### config.mk
export PLATFORM = sky130hd
export DESIGN_NAME = muldiv_unit
export DESIGN_NICKNAME = d
export VERILOG_FILES = /design/src/rtl/muldiv_unit.sv
export SDC_FILE = /design/constraint.sdc
export NUM_CORES = 2
export LEC_CHECK = 0
export BUFFER_PORTS_ARGS = -buffer_cell sky130_fd_sc_hd__buf_4
export CAP_MARGIN = 25
export CORE_MARGIN = 3
export CORE_UTILIZATION = 50
export DETAILED_ROUTE_END_ITERATION = 12
export HOLD_SLACK_MARGIN = 0.02
export PLACE_DENSITY = 0.66
export RECOVER_POWER = 25
export SYNTH_ARGS = -nofsm -noshare
export SYNTH_HDL_FRONTEND = slang
export SYNTH_SLANG_ARGS = --single-unit
### constraint.sdc
create_clock -name clk -period 17.8 [get_ports clk]
set_input_delay 0.89 -clock clk [delete_from_list [all_inputs] [get_ports clk]]
set_output_delay 0.89 -clock clk [all_outputs]
set_load 0.05 [all_outputs]
### src/rtl/muldiv_unit.sv
// RV32M/RV64M multiply/divide unit: multiplier with a fixed MUL_LAT-cycle wait and a
// radix-2 restoring divider, with RISC-V divide-by-zero and overflow results.
module muldiv_unit #(
   parameter int unsigned XLEN    = 32,
   parameter int unsigned MUL_LAT = 2
) (
   input  logic            clk,
   input  logic            rst_n,
   input  logic            start_i,
   input  logic [2:0]      funct3_i,
   input  logic [XLEN-1:0] op_a_i,
   input  logic [XLEN-1:0] op_b_i,
   input  logic            flush_i,
   output logic            ready_o,
   output logic            busy_o,
   output logic            valid_o,
   output logic [XLEN-1:0] result_o
);

   localparam logic [XLEN-1:0] MUL_LAST = XLEN'(MUL_LAT - 1);
   localparam logic [XLEN-1:0] DIV_LAST = XLEN'(XLEN - 1);
   localparam logic [XLEN-1:0] MIN_NEG  = {1'b1, {(XLEN-1){1'b0}}};

   typedef enum logic [2:0] {S_IDLE, S_MUL, S_DIV, S_FIX, S_DONE} state_t;

   state_t              r_state;
   logic                r_ready;
   logic                r_busy;
   logic                r_valid;
   logic [XLEN-1:0]     r_result;
   logic [1:0]          r_op;
   logic [XLEN-1:0]     r_a;
   logic [XLEN-1:0]     r_b;
   logic [2*XLEN-1:0]   r_acc;
   logic [XLEN-1:0]     r_div;
   logic                r_neg_q;
   logic                r_neg_r;
   logic [XLEN-1:0]     r_cnt;

   state_t              w_state_nxt;
   logic                w_load_result;
   logic [XLEN-1:0]     w_result_nxt;
   logic                w_accept;
   logic                w_a_sgn;
   logic                w_b_sgn;
   logic [XLEN-1:0]     w_a_mag;
   logic [XLEN-1:0]     w_b_mag;
   logic                w_b_zero;
   logic                w_ovf;
   logic [XLEN-1:0]     w_spec_res;
   logic [2*XLEN-1:0]   w_a_ext;
   logic [2*XLEN-1:0]   w_b_ext;
   logic [2*XLEN-1:0]   w_prod;
   logic [XLEN-1:0]     w_mul_res;
   logic [XLEN:0]       w_trial;
   logic                w_ge;
   logic [2*XLEN-1:0]   w_acc_step;
   logic [XLEN-1:0]     w_q;
   logic [XLEN-1:0]     w_r;
   logic [XLEN-1:0]     w_fix_res;

   assign ready_o  = r_ready;
   assign busy_o   = r_busy;
   assign valid_o  = r_valid;
   assign result_o = r_result;

   // Operand conditioning at accept; funct3[0]=0 marks the signed divide ops
   assign w_accept   = (r_state == S_IDLE || r_state == S_DONE) && start_i && !flush_i;
   assign w_a_sgn    = ~funct3_i[0] & op_a_i[XLEN-1];
   assign w_b_sgn    = ~funct3_i[0] & op_b_i[XLEN-1];
   assign w_a_mag    = w_a_sgn ? -op_a_i : op_a_i;
   assign w_b_mag    = w_b_sgn ? -op_b_i : op_b_i;
   assign w_b_zero   = (op_b_i == '0);
   assign w_ovf      = ~funct3_i[0] && (op_a_i == MIN_NEG) && (&op_b_i);
   assign w_spec_res = funct3_i[1] ? (w_b_zero ? op_a_i : '0)
                                   : (w_b_zero ? '1 : op_a_i);

   // Sign/zero-extend to 2*XLEN so one unsigned multiply covers all four variants
   assign w_a_ext   = {{XLEN{r_a[XLEN-1] & (r_op == 2'b01 || r_op == 2'b10)}}, r_a};
   assign w_b_ext   = {{XLEN{r_b[XLEN-1] & (r_op == 2'b01)}}, r_b};
   assign w_prod    = w_a_ext * w_b_ext;
   assign w_mul_res = (r_op == 2'b00) ? w_prod[XLEN-1:0] : w_prod[2*XLEN-1:XLEN];

   // Restoring step on {remainder, quotient}: trial-subtract the shifted remainder
   assign w_trial    = r_acc[2*XLEN-1:XLEN-1] - {1'b0, r_div};
   assign w_ge       = ~w_trial[XLEN];
   assign w_acc_step = {w_ge ? w_trial[XLEN-1:0] : r_acc[2*XLEN-2:XLEN-1],
                        r_acc[XLEN-2:0], w_ge};

   assign w_q       = r_acc[XLEN-1:0];
   assign w_r       = r_acc[2*XLEN-1:XLEN];
   assign w_fix_res = r_op[1] ? (r_neg_r ? -w_r : w_r) : (r_neg_q ? -w_q : w_q);

   // Next-state and result-load decode
   always_comb begin
      w_state_nxt   = r_state;
      w_load_result = 1'b0;
      w_result_nxt  = r_result;
      case (r_state)
         S_IDLE, S_DONE: begin
            w_state_nxt = S_IDLE;
            if (start_i) begin
               if (!funct3_i[2]) begin
                  w_state_nxt = S_MUL;
               end else if (w_b_zero || w_ovf) begin
                  w_state_nxt   = S_DONE;
                  w_load_result = 1'b1;
                  w_result_nxt  = w_spec_res;
               end else begin
                  w_state_nxt = S_DIV;
               end
            end
         end
         S_MUL: begin
            if (r_cnt == MUL_LAST) begin
               w_state_nxt   = S_DONE;
               w_load_result = 1'b1;
               w_result_nxt  = w_mul_res;
            end
         end
         S_DIV: begin
            if (r_cnt == DIV_LAST) w_state_nxt = S_FIX;
         end
         S_FIX: begin
            w_state_nxt   = S_DONE;
            w_load_result = 1'b1;
            w_result_nxt  = w_fix_res;
         end
         default: w_state_nxt = S_IDLE;
      endcase
      if (flush_i) begin
         w_state_nxt   = S_IDLE;
         w_load_result = 1'b0;
      end
   end

   // State, registered status outputs and datapath
   always_ff @(posedge clk or negedge rst_n) begin
      if (!rst_n) begin
         r_state  <= S_IDLE;
         r_ready  <= 1'b1;
         r_busy   <= 1'b0;
         r_valid  <= 1'b0;
         r_result <= '0;
         r_op     <= '0;
         r_a      <= '0;
         r_b      <= '0;
         r_acc    <= '0;
         r_div    <= '0;
         r_neg_q  <= 1'b0;
         r_neg_r  <= 1'b0;
         r_cnt    <= '0;
      end else begin
         r_state <= w_state_nxt;
         r_ready <= (w_state_nxt == S_IDLE) || (w_state_nxt == S_DONE);
         r_busy  <= (w_state_nxt == S_MUL) || (w_state_nxt == S_DIV) || (w_state_nxt == S_FIX);
         r_valid <= (w_state_nxt == S_DONE);
         if (w_load_result) r_result <= w_result_nxt;
         if (w_accept) begin
            r_op    <= funct3_i[1:0];
            r_a     <= op_a_i;
            r_b     <= op_b_i;
            r_acc   <= {{XLEN{1'b0}}, w_a_mag};
            r_div   <= w_b_mag;
            r_neg_q <= w_a_sgn ^ w_b_sgn;
            r_neg_r <= w_a_sgn;
            r_cnt   <= '0;
         end else begin
            if (r_state == S_MUL || r_state == S_DIV) r_cnt <= r_cnt + 1'b1;
            if (r_state == S_DIV) r_acc <= w_acc_step;
         end
      end
   end

endmodule

# Word level (Yosys, flattened, before mapping)
# Cells that the tools add are included.
op_classes:
  add_sub_neg: 6
  n_mul: 1
  n_eq_ne: 17
  mux: 32
  n_bitwise: 7
  n_reduce_logical: 22
ops:
  columns: ["op", "n"]
  rows:
  - ["two-way mux 32 bit", 16]
  - ["two-way mux 64 bit", 2]
  - ["negator 32 bit", 4]
  - ["case mux 32 bit (3 select lines)", 1]
  - ["multiplier 33 x 33 -> 64 bit", 1]
  - ["subtractor 33 x 32 -> 33 bit", 1]
  - ["adder 32 x 1 -> 32 bit (second input constant)", 1]
  - ["== test 32 x 1 -> 1 bit (second input constant)", 1]
  - ["== test 32 bit (second input constant)", 1]
  - ["== test 32 x 5 -> 1 bit (second input constant)", 1]
  - ["zero test 32 bit", 1]
  - ["AND reduction 32 bit", 1]
  - ["two-way mux 3 bit", 6]
  - ["== test 3 x 2 -> 1 bit (second input constant)", 4]
  - ["case mux 3 bit (4 select lines)", 1]
  - ["inequality test 2 bit (second input constant)", 4]
  - ["logical OR 1 bit", 7]
  - ["== test 3 x 1 -> 1 bit (second input constant)", 2]
  - ["== test 3 bit (second input constant)", 2]
  - ["zero test 3 bit", 2]
  - ["AND reduction 6 bit", 1]
  - ["two-way mux 1 bit", 5]
  - ["AND 1 bit", 4]
  - ["logical AND 1 bit", 4]
  - ["10 further kinds", 12]
word_totals:
  regBits: 234
  inputBits: 71
  output_inout_bits: 35
  word_cells: 98

# Depth between registers and ports, before layout
logic_depth:
  word_depth: 12
  depth_mapped: 35
  mapped_depth_nobuf: 30

# Worst setup path after synthesis
# OpenSTA, ideal clock, no wires.
synth_path:
  kind: "flip-flop to flip-flop"
  start: "reg r_op[1]"
  end: "reg r_result[30], in the netlist result_o[30]"
  setup_ns: 0.131
  arrival_time_ns: 8.729
  required_ns: 17.669
  setup_slack_ns: 8.940
  path_stages_with_launch: 35
  n_path_buf: 5
  synth_period_minus_slack_ns: 8.860
  cell_sequence: "dfrtp_1 -> buf_2 -> inv_1 -> clkbuf_1 -> ha_1 -> and2_1 -> clkbuf_1 -> clkbuf_1 -> nand2_1 -> inv_1 -> fa_1 -> inv_1 -> fa_1 -> inv_1 -> fa_1 -> fa_1 -> inv_1 -> fa_1 -> inv_1 -> fa_1 -> inv_1 -> fa_1 -> fa_1 -> inv_1 -> ha_1 -> clkbuf_1 -> a21o_1 -> nor2_1 -> o21ai_0 -> a31oi_1 -> and3_1 -> a211oi_1 -> or4_1 -> nand3_1 -> a31oi_1"
synth_via:
  elab_chain_cells: 7
  word_cells_on_any_way: 11
  classes_between: "mul: 1; eq/ne: 2; mux: 4; bitwise: 2; reduce/logical: 2"
synth_rtl:
  columns: ["element", "line_no", "rtl"]
  rows:
  - ["from (decl)", "31", "logic [1:0] r_op;"]
  - ["from (signal assigned)", "160", "r_op <= funct3_i[1:0];"]
  - ["== test 2 x 1 -> 1 bit / == test 2 bit (equally long branches)", "79, 80", null]
  - ["logical OR 1 bit", "79", "assign w_a_ext = {{XLEN{r_a[XLEN-1] & (r_op == 2'b01 || r_op == 2'b10)}}, r_a};"]
  - ["AND 1 bit", "79", null]
  - ["multiplier 33 x 33 -> 64 bit", "81", "assign w_prod = w_a_ext * w_b_ext;"]
  - ["two-way mux 32 bit", "82", "assign w_mul_res = (r_op == 2'b00) ? w_prod[XLEN-1:0] : w_prod[2*XLEN-1:XLEN];"]
  - ["two-way mux 32 bit", "115", "if (r_cnt == MUL_LAST) begin"]
  - ["case mux 32 bit (3 select lines) (*)", "99", "case (r_state)"]
  - ["to (signal assigned)", "158", "if (w_load_result) r_result <= w_result_nxt;"]
  - ["to (decl)", "30", "logic [XLEN-1:0] r_result;"]
# Every way passes the cells marked *; elsewhere a longest branch is shown, timed or not. The select of a mux whose other input is x is not followed.
# A chain may end at the register's enable or synchronous reset.

# Worst setup path in the final report
layout_path:
  start: "reg r_op[1]"
  end: "reg r_result[28], in the netlist result_o[28]"
# Same word-level chain as after synthesis.

==> results.toml <==
[run_status]
status = "finished, violations left"
violations = "capacitance limit, slew limit"

[setup_path]
r2r_start = "r_op[1]$_DFFE_PN0P_"
crit_required_ns = 18.21
slowest_stage = "ha_1"
critPathMaxStageDelay_ns = 0.98
worstSetupPathType = "reg -> reg"
crit_fanout = 18
startpoint = "r_op[1]$_DFFE_PN0P_"
critPathBufInv = 8
cpLargestDelayFamily = "adder cells"
cp.arrival_ns = 10.79
cp-end-kind = "register"
cp-start-kind = "register"

[global_routing]
grt_pass1_wl_um = 246400
grt_pass1_vias = 43790
grt_antenna_before_repair = 7
globalRouteTotalUtil = 0.2808
grt_start_max_net_pins = 97
overflow = 0

[sta]
rsz0062_at_grt = "no"
tightest_slew_ns = 5.353
slew_headroom = -2.569
setup_viol = 0
slew_viol_final = 170
finalCriticalPeriod_ns = 10.38
fin_crit_sh = 0.5831
clock-skew-final_ns = 0.03886
setup_tns_ns = 0
max_freq_mhz = 96.35
finalHoldViolCount = 0

[yosys]
synthArstFlopShare = 1.000
syn_area_um2 = 53400
synth_top_family_by_area = "adder cells"
synth_fa_ha_area_frac = 0.4854
ys_top_cells_by_area = "fa_1 42%, dfrtp_1 11%, inv_1 8.8%"
synth_xor_area_frac = 0.03871
syn-instance-count = 6172
ys.flop_type = "dfrtp_1"
yosysUniqueCellTypes = 83
synth-compound-area-share = 0.07639
yosys.area.top_type = "fa_1"
yosys.area_share.simple = 0.1697
synth_nets = 7622
muxShareOfSynthArea = 0.006983
synth-seq-cells = 233
synth_top_area_share = 0.4221
syn_avg_cell_area_um2 = 8.652
yosys_warnings = 0
synth_edf_count = 0
synth-seq-area-share = 0.1092

[floorplan]
initial_utilization = 0.5058
coreArea_um2 = 105600
std_cell_rows = 119
die-area_um2 = 110800
die_x_um = 332.8
die_y_um = 332.8
pin_count = 106

[min_path]
hold_class = "reg -> reg"
min_from = "r_a[3]$_DFFE_PN0P_"

[cells_and_area]
final_area_um2 = 56070
fill_cells = 9841
area_growth_syn_to_layout_pct = 5.010
nNetsFinal = 7485
fin_util = 0.5312
drive_gt1_frac = 0.04609

[detailed_routing]
dr.max_layer_used = "met5"
routed_via_density = 5.572
firstDrtPassIters = 6
drc = 0
wl_met1_um = 62720
routed_wl_um = 151100
drtIter0Drc = 3066
wl_met2_um = 72940
antenna_left = 0
routed-via-count = 41490
wl_per_cell_um = 20.30
wl_met3_um = 10870

[cts]
cts_resized = 0
root_buffer = "clkbuf_16"
clk_pin_slew_ns = 0.07
cts_made_buffers = 26
holdBufCountCts = 0
clockBufferDepth = 3
clock_latency_ns = 0.60
cts_tree = "done"
post-cts-setup-buffers = 0
h-tree-depth = 1
clock_sinks = 233

[placed_design]
portBuffers = 105
hpwl_um = 120900
gp_congestion = 0.9424
place_area_um2 = 55240

[job]
max_cap_violations = 2
[metrics by stage]
| step | instances | setup slack [ns] | hold slack, ns |
|---|---|---|---|
| 4_1_cts | 7444 | 7.488 | 0.3612 |
| 3_5_place_dp | 7397 | 7.538 | 0.4634 |
| 6_report | 7446 | 7.421 | 0.4743 |
| 5_1_grt | 7446 | 6.707 | 0.4951 |
| 3_3_place_gp | 7395 | 7.717 | 0.4584 |
| 2_1_floorplan | 6172 | 8.940 | 0.4498 |
[synthesized netlist by cell type, drive strengths merged (22+ instances only)]
cell,n
nor3,30
dfrtp,232
nand2,1181
a21o,47
clkbuf,333
a31oi,52
inv,1249
nand4,38
ha,253
and2,281
xor2,95
fa,1126
buf,22
nand3,63
nand2b,28
nor2,231
o31ai,40
and3,43
xnor2,141
o21ai,195
a21oi,149
mux2i,35
[sequential cells by signal (all words and copies together), names as in the netlist]
name      count
r_div        31
busy_o        1
r_state       3
valid_o       1
r_a          32
r_neg_r       1
r_acc        64
r_b          32
ready_o       1
r_cnt        32
result_o     32
r_neg_q       1
r_op          2
[path summary, 6_finish.rpt]
kind                            cells after the start                       end  slack [ns]
min in group asynchronous                           1      r_cnt[3]$_DFFE_PN0P_        2.28
worst min register to register                      2        r_a[3]$_DFFE_PN0P_        0.47
worst min-delay path                                2        r_a[3]$_DFFE_PN0P_        0.47
worst max register to register                     29  result_o[28]$_DFFE_PN0P_        7.42
worst max-delay path                               29  result_o[28]$_DFFE_PN0P_        7.42
max in group asynchronous                           3       r_a[26]$_DFFE_PN0P_        9.31
[logic make-up (layout without fill, tap and decap cells)]
family,after synthesis,count (layout)
adder cells (fa/ha/maj),1400,1400
buffers and inverters,1606,1488
AO/OA/AOI/OAI,647,647
multiplexers,37,37
XOR/XNOR,236,236
flip-flops,233,233
other,0,1
AND/OR/NAND/NOR,2013,2013
[worst reg2reg max path, delay by kind of cell (launching register included)]
family          cells  cell delay [ns]
compound gates      6             1.31
buf+inv             8             1.25
fa+ha+maj          10             5.66
simple gates        5             1.67
flops               1             0.35
[metal layers]
metal  global-route usage  up-vias
met3              0.04032      254
met1               0.3832    21440
li1                     -    18370
met2               0.4739     1423
met4              0.07126        2
met5                    0        -
[cell usage in the layout, fill, tap and decap left out, types with 18 or more instances in the layout]
master	n
a21o_1	47
a21oi_1	149
a31oi_1	52
and2_1	281
and3_1	43
buf_4	187
clkbuf_16	26
dfrtp_1	225
fa_1	1126
ha_1	253
inv_1	1249
maj3_1	21
mux2i_1	35
nand2_1	1179
nand2b_1	28
nand3_1	63
nand4_1	38
nor2_1	229
nor3_1	28
nor4_1	20
o21a_1	18
o21ai_0	186
o31ai_1	39
o41ai_1	20
or3_1	20
xnor2_1	141
xor2_1	95
[final cells by class]
type,instances,area [µm²],share of cell area
Clock buffer,31,699.4,0.01247
Antenna cell,1,2.502,0.00004463
Sequential cell,233,5841,0.1042
Clock inverter,16,145.1,0.002588
Multi-Input combinational cell,4333,41520,0.7405
Inverter,1250,4692,0.08368
Timing Repair Buffer,191,1430,0.02550
Tap cell,1391,1740,0.03104
Power is not shown: default switching activity piles up to over one toggle a cycle in this logic, so the estimate is an artifact.
